--- config.mk ---
export PLATFORM = sky130hd
export DESIGN_NAME = hazard_track_pipe
export DESIGN_NICKNAME = d
export VERILOG_FILES = /design/src/rtl/hazard_track_pipe_pkg.sv /design/src/rtl/hazard_track_pipe_stage.sv /design/src/rtl/hazard_track_pipe.sv
export SDC_FILE = /design/constraint.sdc
export NUM_CORES = 1
export LEC_CHECK = 0
export CAP_MARGIN = 20
export CORE_ASPECT_RATIO = 0.75
export CORE_MARGIN = 1
export CORE_UTILIZATION = 46
export DETAILED_ROUTE_END_ITERATION = 8
export PLACE_DENSITY = 0.88
export RECOVER_POWER = 25
export SYNTH_ARGS = -nofsm -noshare
export SYNTH_HDL_FRONTEND = slang
export SYNTH_SLANG_ARGS = --single-unit
--- constraint.sdc ---
create_clock -name clk -period 3.75 [get_ports clk]
set_input_delay 0.75 -clock clk [delete_from_list [all_inputs] [get_ports clk]]
set_output_delay 0.75 -clock clk [all_outputs]
set_load 0.05 [all_outputs]
--- src/rtl/hazard_track_pipe_pkg.sv ---
// Shared opcode/funct constants, Tnew encodings, the per-stage hazard record and the D-stage decoder.
// Single source of instruction recognition for the hazard-tracking pipeline.
package hazard_track_pipe_pkg;

  localparam logic [5:0] OP_RTYPE   = 6'h00;
  localparam logic [5:0] OP_J       = 6'h02;
  localparam logic [5:0] OP_JAL     = 6'h03;
  localparam logic [5:0] OP_BEQ     = 6'h04;
  localparam logic [5:0] OP_ORI     = 6'h0D;
  localparam logic [5:0] OP_LUI     = 6'h0F;
  localparam logic [5:0] OP_LW      = 6'h23;
  localparam logic [5:0] OP_SW      = 6'h2B;
  localparam logic [5:0] FUNCT_JR   = 6'h08;
  localparam logic [5:0] FUNCT_ADDU = 6'h21;
  localparam logic [5:0] FUNCT_SUBU = 6'h23;

  localparam logic [1:0] TNEW_0 = 2'd0;
  localparam logic [1:0] TNEW_1 = 2'd1;
  localparam logic [1:0] TNEW_2 = 2'd2;

  localparam logic [4:0] REG_RA = 5'd31;

  typedef struct packed {
    logic [31:0] instr;
    logic [31:0] pc;
    logic [4:0]  a3;
    logic        regwr;
    logic [1:0]  tnew;
  } hz_t;

  function automatic hz_t decode(input logic [31:0] instr, input logic [31:0] pc);
    hz_t r;
    r.instr = instr;
    r.pc    = pc;
    r.a3    = 5'd0;
    r.regwr = 1'b0;
    r.tnew  = TNEW_0;
    unique case (instr[31:26])
      OP_RTYPE: begin
        if (instr[5:0] == FUNCT_ADDU || instr[5:0] == FUNCT_SUBU) begin
          r.a3    = instr[15:11];
          r.regwr = 1'b1;
          r.tnew  = TNEW_1;
        end
      end
      OP_ORI, OP_LUI: begin
        r.a3    = instr[20:16];
        r.regwr = 1'b1;
        r.tnew  = TNEW_1;
      end
      OP_LW: begin
        r.a3    = instr[20:16];
        r.regwr = 1'b1;
        r.tnew  = TNEW_2;
      end
      OP_JAL: begin
        r.a3    = REG_RA;
        r.regwr = 1'b1;
        r.tnew  = TNEW_0;
      end
      default: ;
    endcase
    // $0 is hard-wired, so a write to it is never a hazard source.
    if (r.a3 == 5'd0) r.regwr = 1'b0;
    return r;
  endfunction

endpackage

--- src/rtl/hazard_track_pipe_stage.sv ---
// One pipeline register for the hazard record, 1-cycle latency; bubble (or reset) loads an empty slot.
// Optional saturating Tnew decrement on load; no backpressure of its own.
module hazard_stage_reg
  import hazard_track_pipe_pkg::*;
#(
  parameter logic [31:0] PC_RESET = 32'h0000_3000,
  parameter bit          DEC_TNEW = 1'b0
) (
  input  logic clk,
  input  logic reset,
  input  logic bubble,
  input  hz_t  d,
  output hz_t  q
);

  localparam hz_t EMPTY = '{instr: 32'd0, pc: PC_RESET, a3: 5'd0, regwr: 1'b0, tnew: TNEW_0};

  hz_t nxt;

  always_comb begin
    nxt = d;
    if (DEC_TNEW && d.tnew != TNEW_0) nxt.tnew = d.tnew - 2'd1;
  end

  always_ff @(posedge clk) begin
    if (reset || bubble) q <= EMPTY;
    else                 q <= nxt;
  end

endmodule

--- src/rtl/hazard_track_pipe.sv ---
// D->E, E->M, M->W hazard-field registers feeding the stall unit; 1 cycle per stage.
// stall/flush_E bubble only E; M and W always advance so older producers drain.
module hazard_track_pipe
  import hazard_track_pipe_pkg::*;
#(
  parameter logic [31:0] PC_RESET = 32'h0000_3000
) (
  input  logic        clk,
  input  logic        reset,
  input  logic        stall,
  input  logic        flush_E,
  input  logic [31:0] instr_D,
  input  logic [31:0] pc_D,
  output logic [31:0] instr_E,
  output logic [31:0] instr_M,
  output logic [31:0] instr_W,
  output logic [31:0] pc_E,
  output logic [31:0] pc_M,
  output logic [31:0] pc_W,
  output logic [4:0]  A3_E,
  output logic [4:0]  A3_M,
  output logic [4:0]  A3_W,
  output logic        RegWr_E,
  output logic        RegWr_M,
  output logic        RegWr_W,
  output logic [1:0]  Tnew_E,
  output logic [1:0]  Tnew_M,
  output logic [1:0]  Tnew_W
);

  hz_t dec_d, st_e, st_m, st_w;

  assign dec_d = decode(instr_D, pc_D);

  hazard_stage_reg #(.PC_RESET(PC_RESET), .DEC_TNEW(1'b0)) u_reg_e (
    .clk(clk), .reset(reset), .bubble(stall | flush_E), .d(dec_d), .q(st_e)
  );

  hazard_stage_reg #(.PC_RESET(PC_RESET), .DEC_TNEW(1'b1)) u_reg_m (
    .clk(clk), .reset(reset), .bubble(1'b0), .d(st_e), .q(st_m)
  );

  hazard_stage_reg #(.PC_RESET(PC_RESET), .DEC_TNEW(1'b1)) u_reg_w (
    .clk(clk), .reset(reset), .bubble(1'b0), .d(st_m), .q(st_w)
  );

  assign instr_E = st_e.instr;
  assign instr_M = st_m.instr;
  assign instr_W = st_w.instr;
  assign pc_E    = st_e.pc;
  assign pc_M    = st_m.pc;
  assign pc_W    = st_w.pc;
  assign A3_E    = st_e.a3;
  assign A3_M    = st_m.a3;
  assign A3_W    = st_w.a3;
  assign RegWr_E = st_e.regwr;
  assign RegWr_M = st_m.regwr;
  assign RegWr_W = st_w.regwr;
  assign Tnew_E  = st_e.tnew;
  assign Tnew_M  = st_m.tnew;
  assign Tnew_W  = st_w.tnew;

endmodule

==> metrics.md <==
| Metric | Value |
|---|---|
| Routed Antenna Nets | 0 |
| Most numerous cell in the Yosys netlist | dfxtp_1 |
| Layout cells sized above 1 | 5.398% |
| Largest net degree at the start of global routing | 84 |
| Required time of the critical path | 4.03 ns |
| Finish-stage setup viols | 0 |
| # DRC | 0 |
| Ports | 284 |
| Vias in the first global route | 4217 |
| Fin. max-slew vios | 84 |
| CTS Buffer Depth | 3 |
| Die span in y | 108.8 microns |
| Crit path capture type | flip-flop |
| Yosys reg bits | 216 |
| Total GRT Usage | 18.83% |
| Arr. time, crit path | 2.74 ns |
| Setup bufs post-CTS | 0 |
| Synth warn | 0 |
| Setup TNS | 0 ns |
| Worst skew pair latency | 0.49 ns |
| Initial antenna violation count | 0 |
| Vias per std cell | 4.315 |
| Area share of the largest cell type after synthesis | 61.78% |
| CTS tree | built |
| Final worst path period share | 65.60% |
| Routed WL | 15.20 mm |
| Global route total overflow | 0 |
| DPL Wire Length | 11.11 mm |
| DR iter-0 viols | 110 |
| Clk slew on worst S/H paths | 0.06 ns |
| FMAX | 406.5 MHz |
| Pwr dens | 487.5 nW/um^2 |
| Ant. Diodes | 0 |
| Post-Syn Area | 6999 sq um |
| Post-CTS sizing | 0 |
| Final nets | 833 |
| Initial core utilization | 47.80% |
| P&R area growth vs syn | 37.31% |
| Final Hold Viols | 0 |
| Hold/Removal Path Class | reg -> reg |
| Main area contributors after synthesis | dfxtp_1 (62%), buf_4 (15%), nor2b_1 (12%) |
| Synth Instances | 619 |
| Worst Skew | 0.01394 ns |
| Maximum ir drop on the vdd rail | 0.0003392 V |
| First-pass GRT wire length | 22.49 mm |
| Crit-path max cell delay | 1.29 ns |
| Detailed Routing Iterations Pass 1 | 4 |
| Worst Tran Pin Value | 1.615 ns |
| Slowest-stage cell, CP | clkbuf_2 |
| Number of port buffers | 283 |
| Fillers | 1086 |
| Register area share after synthesis | 61.78% |
| Vias | 4220 |
| Syn_nets | 687 |
| H-tree depth | 1 |
| Status | complete, but fails checks |
| Count of cell types in the netlist | 31 |
| Failing checks | max-capacitance violations, max-slew violations |
| Std-Cell Rows | 38 |
| Worst path cell trace | buf_4 -> clkbuf_2 -> nor2b_1 |
| Leakage power | 3.643 nW |
| Unrepaired setup endpoints after global routing | no |
| Pwr Total | 4.685 mW |
| CTS Sinks | 216 |
| Worst Path Class, Setup | in -> reg |
| Syn Area/Cell | 11.31 sq um |
| Min Tclk post-route | 2.460 ns |
| CTS root buf | clkbuf_16 |
| CP max FO | 83 |
| Die area | 15720 sq um |
| Synth area leader | dfxtp_1 |
| Die Width | 144.4 microns |
| Placeable Area | 14640 sq um |
| Synth top cells by count | dfxtp_1 (216), buf_4 (139), nor2b_1 (137), and2_1 (61), clkbuf_1 (23) |
| Synth async-reset ratio | 0% |
| Synth Flop Type | dfxtp_1 |
| Routability cong. | 0.8054 |
| CP Launch Type | input pin |
| Wire per inst | 15.54 microns |
| # hold bufs at CTS | 0 |
| Post-synth EDFFs | 0 |
| Relative slew slack | -7.685% |
| Max Cap Viol | 1 |
| CTS Buf Count | 21 |
[metrics by stage]
stage / std cells / instance area [sq um] / worst slack [ns] / util (%) / hold slack (ns)
2_1_floorplan: 619 / 6999 / 2.044 / - / 0.4156
3_3_place_gp: 942 / 8987 / 1.283 / 61.37 / 0.4238
3_5_place_dp: 942 / 8987 / 1.220 / 61.37 / 0.4284
4_1_cts: 978 / 9637 / 1.262 / 65.81 / 0.4384
5_1_grt: 978 / 9610 / 1.085 / 65.63 / 0.4708
6_report: 978 / 9610 / 1.290 / 65.63 / 0.4385
[worst paths after layout]
kind	start	depth (start not counted)	to	slack, ns
worst max-delay path	reset	3	u_reg_m.q[38]	1.29
worst min-delay path	u_reg_m.q[20]	1	u_reg_w.q[20]	0.44
worst max register to register	u_reg_e.q[21]	1	u_reg_m.q[21]	3.06
worst min register to register	u_reg_m.q[20]	1	u_reg_w.q[20]	0.44
[layout by cell type, fill, tap and decap left out, types with 2 or more instances in the layout]
cell type        instances
nor3b_1                  2
dfxtp_1                216
clkinv_2                 2
clkdlybuf4s50_1        282
clkbuf_16               21
buf_4                    3
nand2b_1                 2
or2_2                    4
clkbuf_1                 7
and2_1                  56
and2_0                   5
and3b_1                  3
nor2b_1                137
a21oi_1                  6
or4_1                    2
a22oi_1                  5
clkbuf_8                 3
[routing by layer]
metal  share of wire [%]  global-route usage, %
met1                  38                  20.32
met4                 2.0                  5.263
met3                  11                  8.169
met2                  49                  33.48
met5                   0                      0
[area by class of cell]
type / count / area (sq um) / area share (%)
Sequential cell: 216 / 4324 / 44.99
Clock inverter: 5 / 56.30 / 0.5859
Timing Repair Buffer: 286 / 2850 / 29.66
Clock buffer: 31 / 593.1 / 6.171
Multi-Input combinational cell: 240 / 1536 / 15.99
Tap cell: 200 / 250.2 / 2.604
[where the power goes]
group	internal (mW)	total (mW)	switching, mW
clock	1.16	1.99	0.823
sequential	2.33	2.35	0.0162
combinational	0.144	0.350	0.206
[kinds of logic after synthesis]
kind of cell           after synthesis  share of synthesized area [%]
AOI/OAI and AO/OA                   15                          1.394
buffers and inverters              163                          16.20
DFF                                216                          61.78
and+or+nand+nor                    225                          20.63
[flip-flops by register name, summed over array words and instances, names as in the netlist]
name / flops
u_reg_e.q: 72
u_reg_m.q: 72
u_reg_w.q: 72
[critical path: cells and delay by family]
kind | cells | cell delay (ns)
simple gates | 1 | 0.18
buf+inv | 2 | 1.77
(Power assumes the default switching activity.)
